--- config.mk ---
export PLATFORM = sky130hd
export DESIGN_NAME = wcu_timer
export DESIGN_NICKNAME = d
export VERILOG_FILES = /design/src/rtl/wcu_timer.sv
export SDC_FILE = /design/constraint.sdc
export NUM_CORES = 1
export LEC_CHECK = 0
export CAP_MARGIN = 0
export CELL_PAD_IN_SITES_DETAIL_PLACEMENT = 0
export CELL_PAD_IN_SITES_GLOBAL_PLACEMENT = 2
export CORE_MARGIN = 1
export CORE_UTILIZATION = 35
export DETAILED_ROUTE_END_ITERATION = 7
export GPL_TIMING_DRIVEN = 1
export PLACE_DENSITY = 0.8
export SETUP_SLACK_MARGIN = 0.1
export SYNTH_ARGS = -nofsm -noshare
export SYNTH_HDL_FRONTEND = slang
export SYNTH_SLANG_ARGS = --single-unit
export TNS_END_PERCENT = 20
--- constraint.sdc ---
create_clock -name clk -period 5.17 [get_ports clk]
set_input_delay 1.034 -clock clk [delete_from_list [all_inputs] [get_ports clk]]
set_output_delay 1.034 -clock clk [all_outputs]
set_load 0.05 [all_outputs]
--- src/rtl/wcu_timer.sv ---
// -----------------------------------------------------------------------------
// wcu_timer
//
// Cycle timer paired with the wash control unit FSM. The FSM selects one of
// four programmable durations with ts and pulses tr to load and start it; the
// timer counts the duration down in prescaled time units and raises cf when
// it has elapsed.
//
// Ports:
//   clk        in   1      system clock, rising edge
//   reset      in   1      asynchronous, active-high reset
//   ts         in   2      timer select, sampled only on edges with tr=1
//   tr         in   1      timer restart (load-and-start), level-sampled
//   pause      in   1      freezes counting while 1 (RUN only)
//   cf         out  1      count finished, registered level (DONE state)
//   busy       out  1      1 while counting (RUN state)
//   remaining  out  CNT_W  time units left, registered
//
// Request semantics: tr is not a valid/ready handshake. Every rising edge that
// sees tr=1 performs a load, regardless of state or pause, and there is no
// backpressure; holding tr high reloads on every edge.
//
// Build option: define WCU_TIMER_FASTSIM_EN to remove the prescaler so that
// every unpaused RUN cycle consumes one whole time unit (fast simulation).
// -----------------------------------------------------------------------------
module wcu_timer #(
    parameter int CNT_W    = 16,
    parameter int PRESCALE = 100,
    parameter int T_IDLE   = 0,
    parameter int T_FILL   = 30,
    parameter int T_WASH   = 600,
    parameter int T_SPIN   = 120
) (
    input  logic             clk,
    input  logic             reset,
    input  logic [1:0]       ts,
    input  logic             tr,
    input  logic             pause,
    output logic             cf,
    output logic             busy,
    output logic [CNT_W-1:0] remaining
);

    // Durations are truncated to the counter width.
    localparam logic [CNT_W-1:0] DUR_IDLE = CNT_W'(T_IDLE);
    localparam logic [CNT_W-1:0] DUR_FILL = CNT_W'(T_FILL);
    localparam logic [CNT_W-1:0] DUR_WASH = CNT_W'(T_WASH);
    localparam logic [CNT_W-1:0] DUR_SPIN = CNT_W'(T_SPIN);

    typedef enum logic [1:0] {
        ST_IDLE = 2'd0,
        ST_RUN  = 2'd1,
        ST_DONE = 2'd2
    } state_t;

    state_t           state_q, state_d;
    logic [CNT_W-1:0] rem_q, rem_d;
    logic [CNT_W-1:0] dur_sel;
    logic             tick;

`ifndef WCU_TIMER_FASTSIM_EN
    // Prescaler only needs to hold PRESCALE-1; keep at least one bit.
    localparam int              PS_W   = (PRESCALE > 1) ? $clog2(PRESCALE) : 1;
    localparam logic [PS_W-1:0] PS_MAX = PS_W'(PRESCALE - 1);

    logic [PS_W-1:0] ps_q, ps_d;
`endif

    always_comb begin
        dur_sel = DUR_IDLE;
        case (ts)
            2'b00:   dur_sel = DUR_IDLE;
            2'b01:   dur_sel = DUR_FILL;
            2'b10:   dur_sel = DUR_WASH;
            default: dur_sel = DUR_SPIN;
        endcase
    end

    always_comb begin
        state_d = state_q;
        rem_d   = rem_q;
        tick    = 1'b0;
`ifndef WCU_TIMER_FASTSIM_EN
        ps_d    = ps_q;
`endif
        if (tr) begin
            // Load wins over everything, including pause and DONE.
            rem_d   = dur_sel;
`ifndef WCU_TIMER_FASTSIM_EN
            ps_d    = '0;
`endif
            state_d = (dur_sel != '0) ? ST_RUN : ST_DONE;
        end else if (state_q == ST_RUN && !pause) begin
`ifdef WCU_TIMER_FASTSIM_EN
            tick = 1'b1;
`else
            tick = (ps_q == PS_MAX);
            ps_d = tick ? '0 : ps_q + PS_W'(1);
`endif
            // RUN is only entered with a nonzero count, so the guard merely
            // makes the no-wrap property explicit.
            if (tick && rem_q != '0) begin
                rem_d = rem_q - CNT_W'(1);
                if (rem_q == CNT_W'(1)) begin
                    state_d = ST_DONE;
                end
            end
        end
    end

    always_ff @(posedge clk or posedge reset) begin
        if (reset) begin
            state_q <= ST_IDLE;
            rem_q   <= '0;
`ifndef WCU_TIMER_FASTSIM_EN
            ps_q    <= '0;
`endif
        end else begin
            state_q <= state_d;
            rem_q   <= rem_d;
`ifndef WCU_TIMER_FASTSIM_EN
            ps_q    <= ps_d;
`endif
        end
    end

    assign cf        = (state_q == ST_DONE);
    assign busy      = (state_q == ST_RUN);
    assign remaining = rem_q;

endmodule

==> summary.txt, run 1 <==
Synthesis
  • Library cells used by synthesis: 51
  • Mapped cell area: ~1600 µm²
  • Post-synthesis mux area share: 3.43%
  • Commonest cells in the synthesized netlist: 25 x dfrtp_1, 18 x nor2_1, 15 x nand2_1
  • Register area share after synthesis: between 30% and 40%
  • Yosys top cell area share: about two fifths
  • Area leader, netlist: dfrtp_1
  • Syn Inst Count: 181
  • Avg Cell Area, Syn: a little over 9 µm²
  • Top cells by area, synth: dfrtp_1 38%, nor2_1 4.1%, mux2_2 3.4%, nand2_1 3.4%, a21oi_1 3.1%
  • Adder-cell share of the synthesized area: about 2.3%
  • EDFF count, synth: 0
  • FF+latch count, synth: 25
  • Synth warnings: 0
  • Fraction of registers with async set/reset: 100%
  • Compound-Gate Fraction of Synth Area: between 10% and 20%
  • Synth Area in Simple Gates: 32.0%
  • Largest family of logic cells by synthesized area: simple AND/OR/NAND/NOR gates
  • Count leader, synth: dfrtp_1
  • Main synth FF type: dfrtp_1
  • Post-Synth XOR/XNOR Area: 0%
  • Mapped Nets: 190

Hold path
  • Hold Path Cell Cnt: 1
  • Worst Hold End: ps_q[6]$_DFFE_PP0P_
  • Min-delay worst type: reg -> reg
  • Hold path startpoint: ps_q[6]$_DFFE_PP0P_

Drt
  • Vias: between 1000 and 1500
  • Starting DRT DRC Count: 100
  • DRC viols: 6
  • Final ANT Viol Nets: 0
  • Routed WL: about 4100 µm
  • Post-DR vias/cell: ~5.9
  • 1st-pass router iterations: 6
  • DR WL/cell: approximately 16 µm

Layout
  • Post-Layout Cell Count: between 200 and 300
  • Growth of design area from synthesis to finish: 18.5%
  • N_diodes: 0
  • Layout cells sized above 1: 9.95%
  • Final #Nets: 211

Clocking
  • Clock buffer count from CTS: 3
  • Post-CTS setup buffer count: 0
  • CTS tree: yes
  • Root buffer cell: clkbuf_8
  • Htree depth: 1
  • Worst skew pair latency: approximately 280 ps
  • # hold bufs at CTS: 0
  • Clk sink count: 25
  • Clock Tree Buf Depth: 2
  • Worst-path clk slew: ~100 ps
  • # resized after CTS: 0

Flow run
  • Maxcap violations: 0

Worst setup path
  • R2r setup slk: 2730 ps
  • Cells along the critical path: clkdlybuf4s50_1 > nor3b_2 > nand3_1 > or4_1 > a21oi_1
  • Worst-path cell with the longest stage delay: or4_1
  • R2r endpoint: remaining[8]$_DFFE_PP0P_
  • CP arrival: between 3000 and 4000 ps
  • Setup CP Type: in -> reg
  • Startpoint Class: input port
  • R2r startpoint: state_q[1]$_DFFE_PP0P_
  • Critical path endpoint category: register
  • CP startpoint: pause
  • Max FO, Critical Path: 12
  • Worst stage delay on the critical path: around 640 ps
  • FF-to-FF path depth: 4
  • Worst Path Required: around 5400 ps

Timing
  • Hold slack: 506 ps
  • Setup_tns: 0 ps
  • Maximum clock frequency: 316 MHz
  • Min Tclk post-route: approximately 3200 ps
  • Final number of setup-violating endpoints: 0
  • Crit share post-route: between 60% and 70%
  • Slew headroom: 31.3%
  • Worst-Margin Slew: approximately 1000 ps
  • RSZ-0062 raised after global routing: no
  • Hold Fails Final Rpt: 0
  • Clk_skew: about 7.4 ps
  • Max-slew violation count: 0
  • Final Worst Setup Slack: 2010 ps

Global routing
  • Largest net degree at the start of global routing: 33
  • GR Util All Layers: 16.8%
  • Vias in the first global route: between 1000 and 1500
  • Total grt overflow: 0
  • Initial antenna violation count: 0
  • Global-route wire length before repair: roughly 6600 µm

Floorplanning
  • Die Wd: ~70 µm
  • Row count: 24
  • Die height: just over 70 µm
  • Die area: ~5000 µm²
  • CORE AREA: 4440 µm²
  • Ports: 24
  • Starting Density: a little under two fifths

Outcome
  • Failing checks: DRC
  • Status: finished with violations

Power
  • VDD IR-drop max: 116 µV
  • Leak: between 0.0007 and 0.0008 µW
  • Power density over the cells: approximately 220 nW/µm²

Placed design
  • Global placement routability congestion: roughly 0.78
  • Placed instance count: roughly 250
  • Pre-CTS setup slack: ~1800 ps
  • Port Buffer Count: 23
  • Detailed Place HPWL: approximately 2800 µm
-- through the flow --
step / cell area, µm² / power (µW) / util [%]
floorplan: 1640 / 282 / -
global placement: 1890 / 313 / 42.6
detailed placement: 1890 / 313 / 42.6
CTS: 1940 / 437 / 43.7
global route: 1940 / 454 / 43.7
finish: 1940 / 432 / 43.7
-- power breakdown --
| part | internal (µW) | total [µW] | switching (µW) | leakage, µW |
|---|---|---|---|---|
| registers | 203 | 216 | 13.4 | 0.000330 |
| clock network | 54.7 | 123 | 67.9 | 0.0000217 |
| logic | 32.9 | 93.3 | 60.4 | 0.000399 |
| total | 290 | 432 | 142 | 0.000750 |
-- cell usage in the layout, fill, tap and decap left out, types with 3 or more instances in the layout --
cell type / n
or3_1: 3
ha_1: 3
nor2_1: 18
a21oi_1: 10
or4_1: 6
o21ai_0: 9
mux2_2: 5
clkdlybuf4s50_1: 23
nor4_1: 3
nand2b_1: 3
a31oi_1: 3
nor2b_1: 7
nor3_1: 5
o31ai_1: 4
nand3_1: 5
dfrtp_1: 25
inv_1: 6
clkbuf_8: 3
nand4_1: 3
a211oi_1: 4
nand2_1: 15
o31a_1: 3
-- flip-flops by register name (all words and copies together) (netlist names) --
name and count:
state_q 2, remaining 16, ps_q 7
-- routing by layer --
| layer | wire length (µm) | GRT usage, % |
|---|---|---|
| met5 | 0 | 0 |
| met4 | 29 | 4.76 |
| met3 | 140 | 2.60 |
| met2 | 1880 | 27.1 |
| met1 | 2020 | 23.1 |
-- cell families (layout without fill, tap and decap cells) --
logic type | Yosys count | in the layout
DFF | 25 | 25
muxes | 5 | 5
buffers and inverters | 16 | 36
and+or+nand+nor | 87 | 87
adders and majority gates | 3 | 3
AOI/OAI and AO/OA | 45 | 45
-- worst max-delay path: cells and delay by family --
kind	cells	cell delay [ps]
AO/OA/AOI/OAI	1	160
buffers and inverters	1	430
AND/OR/NAND/NOR	3	1740
-- how the worst max path moves through the flow --
stage                                            to  cells after the start
after floorplan           remaining[11]$_DFFE_PP0P_                      5
after global placement     remaining[8]$_DFFE_PP0P_                      5
after detailed placement   remaining[8]$_DFFE_PP0P_                      5
after CTS                  remaining[8]$_DFFE_PP0P_                      5
after global routing       remaining[8]$_DFFE_PP0P_                      5
final                      remaining[8]$_DFFE_PP0P_                      5
-- cell type report --
| class | count | area (µm²) |
|---|---|---|
| fillers | 448 | 2500 |
| multi-input cells | 140 | 932 |
| flip-flops and latches | 25 | 626 |
| repair buffers | 25 | 245 |
| well taps | 52 | 65.1 |
| clock buffers | 3 | 41.3 |
| inverters | 7 | 26.3 |
| clock inverters | 1 | 7.51 |
Power figures use the tool's default switching activity.
==> run 2, diff against run 1 <==
- CORE_UTILIZATION: 35 -> 33
- PLACE_DENSITY: 0.8 -> 0.76
- clock period: 5.17 -> 3.25 ns (I/O delays scaled with it)
==> summary.txt, run 2 (synthesized netlist as in run 1, its figures left out) <==
Outcome
  • Status: completed (was finished with violations)

Clocking
  • Htree depth: 1 (unchanged)
  • Clock Tree Buf Depth: 2 (unchanged)
  • Post-CTS setup buffer count: 0 (unchanged)
  • # resized after CTS: 0 (unchanged)
  • Worst-path clk slew: 90 ps (was 100 ps)
  • CTS tree: yes (unchanged)
  • Clock buffer count from CTS: 3 (unchanged)
  • # hold bufs at CTS: 0 (unchanged)
  • Worst skew pair latency: 270 ps (was 280 ps)
  • Root buffer cell: clkbuf_8 (unchanged)
  • Clk sink count: 25 (unchanged)

Global routing
  • GR Util All Layers: 17.6% (was 16.8%)
  • Total grt overflow: 0 (unchanged)
  • Largest net degree at the start of global routing: 26 (was 33)
  • Global-route wire length before repair: 7250 µm (was 6640 µm)
  • Initial antenna violation count: 0 (unchanged)
  • Vias in the first global route: 1485 (was 1386)

Floorplanning
  • Die height: 72.5 µm (was 70.5 µm)
  • Die area: 5260 µm² (was 4960 µm²)
  • Row count: 25 (was 24)
  • Ports: 24 (unchanged)
  • Die Wd: 72.5 µm (was 70.5 µm)
  • Starting Density: 34.5% (was 36.9%)
  • CORE AREA: 4750 µm² (was 4440 µm²)

Drt
  • Starting DRT DRC Count: 81 (was 100)
  • DR WL/cell: 15.8 µm (was 16.1 µm)
  • Vias: 1520 (was 1489)
  • Routed WL: 4300 µm (was 4070 µm)
  • Post-DR vias/cell: 5.59 (was 5.89)
  • Final ANT Viol Nets: 0 (unchanged)
  • 1st-pass router iterations: 4 (was 6)
  • DRC viols: 0 (was 6)

Layout
  • Highest-count cells in the layout ignoring fill and taps: 25 x dfrtp_1, 23 x clkdlybuf4s50_1, 18 x nor2_1 (unchanged)
  • Layout Cell Area excl Fill: 1990 µm² (was 1940 µm²)
  • Final #Nets: 215 (was 211)
  • N_diodes: 0 (unchanged)
  • Largest register FFs: 16 (unchanged)
  • Growth of design area from synthesis to finish: 21.2% (was 18.5%)
  • Layout cells sized above 1: 11.2% (was 9.95%)
  • Commonest non-fill, non-tap cell in the layout: dfrtp_1 (unchanged)

Timing
  • RSZ-0062 raised after global routing: no (unchanged)
  • Crit share post-route: 71.4%
  • Hold Fails Final Rpt: 0 (unchanged)
  • Worst-Margin Slew: 514 ps (was 1030 ps)
  • Clk_skew: 4.91 ps (was 7.39 ps)
  • Max-slew violation count: 0 (unchanged)
  • Final number of setup-violating endpoints: 0 (unchanged)
  • Setup_tns: 0 ps (unchanged)
  • Min Tclk post-route: 2320 ps
  • Slew headroom: 65.7% (was 31.3%)
  • Maximum clock frequency: approximately 430 MHz

Power
  • VDD IR-drop max: 153 µV (was 116 µV)
  • Leak: 0.000770 µW (was 0.000750 µW)
  • Power density over the cells: 343 nW/µm² (was 222 nW/µm²)

Worst setup path
  • Cells along the critical path: inv_1 > ha_1 > nor3b_1 > buf_4 > nand4_1 > nor4b_1 > mux2_2 (was clkdlybuf4s50_1 > nor3b_2 > nand3_1 > or4_1 > a21oi_1)
  • Worst stage delay on the critical path: 440 ps (was 640 ps)
  • Worst Path Required: 3410 ps (was 5370 ps)
  • Startpoint Class: register (was input port)
  • CP arrival: 2480 ps (was 3360 ps)
  • Setup CP Type: reg -> reg (was in -> reg)
  • Max FO, Critical Path: 12 (unchanged)
  • Critical path endpoint category: register (unchanged)
  • Worst-path cell with the longest stage delay: dfrtp_1 (was or4_1)

Placed design
  • Detailed Place HPWL: 3060 µm (was 2800 µm)
  • Cell area after placement: 1940 µm² (was 1890 µm²)
  • Port Buffer Count: 23 (unchanged)
  • Global placement routability congestion: 0.782 (was 0.776)

Flow run
  • Maxcap violations: 0 (unchanged)

Hold path
  • Min-delay worst type: reg -> reg (unchanged)
-- run 2: cell count changes in the layout (fill, tap and decap cells not counted), sizes merged --
cell / delta
clkinvlp: -1
buf: +4
clkbuf: +1
-- run 2: final cells by class --
cell class	instances	area, µm²
fill	472	2770
multi-input combinational	140	932
sequential	25	626
timing repair buffer	29	275
tap	67	83.8
clock buffer	4	45.0
inverter	7	26.3
-- run 2: worst paths after layout --
kind,to,slack [ps],cells past startpoint,start
worst min register to register,ps_q[6]$_DFFE_PP0P_,500,1,ps_q[6]$_DFFE_PP0P_
worst min-delay path,ps_q[6]$_DFFE_PP0P_,500,1,ps_q[6]$_DFFE_PP0P_
max in group asynchronous,remaining[6]$_DFFE_PP0P_,2250,3,reset
min in group asynchronous,ps_q[3]$_DFFE_PP0P_,750,3,reset
worst max register to register,remaining[12]$_DFFE_PP0P_,930,7,remaining[1]$_DFFE_PP0P_
worst max-delay path,remaining[12]$_DFFE_PP0P_,930,7,remaining[1]$_DFFE_PP0P_
-- run 2: metal layers --
layer	global-route usage, %	share of wire [%]	vias up
met4	5.23	0.58	0
li1	-	-	739
met5	0	0	-
met1	22.6	47	756
met3	2.22	2.5	2
met2	30.8	49	23
-- run 2: stage by stage --
step	hold slack (ps)	cells	total power [µW]	utilization, %	setup WS (ps)
floorplan	454	181	449	-	1060
global placement	479	268	501	40.9	689
detailed placement	487	268	502	40.9	624
CTS	503	272	698	41.8	902
global route	532	272	724	41.8	727
finish	496	272	683	41.8	928
-- run 2: power by group --
| group | internal (µW) | leakage (µW) | switching, µW |
|---|---|---|---|
| clock network | 87.7 | 0.0000228 | 99.1 |
| logic | 54.9 | 0.000418 | 98.2 |
| registers | 323 | 0.000330 | 20.1 |
| total | 465 | 0.000770 | 217 |
-- run 2: critical path: cells and delay by family, from the launching register on --
kind | cells | cell delay [ps]
simple gates | 3 | 810
flops | 1 | 440
buf+inv | 2 | 370
mux | 1 | 380
fa+ha+maj | 1 | 220
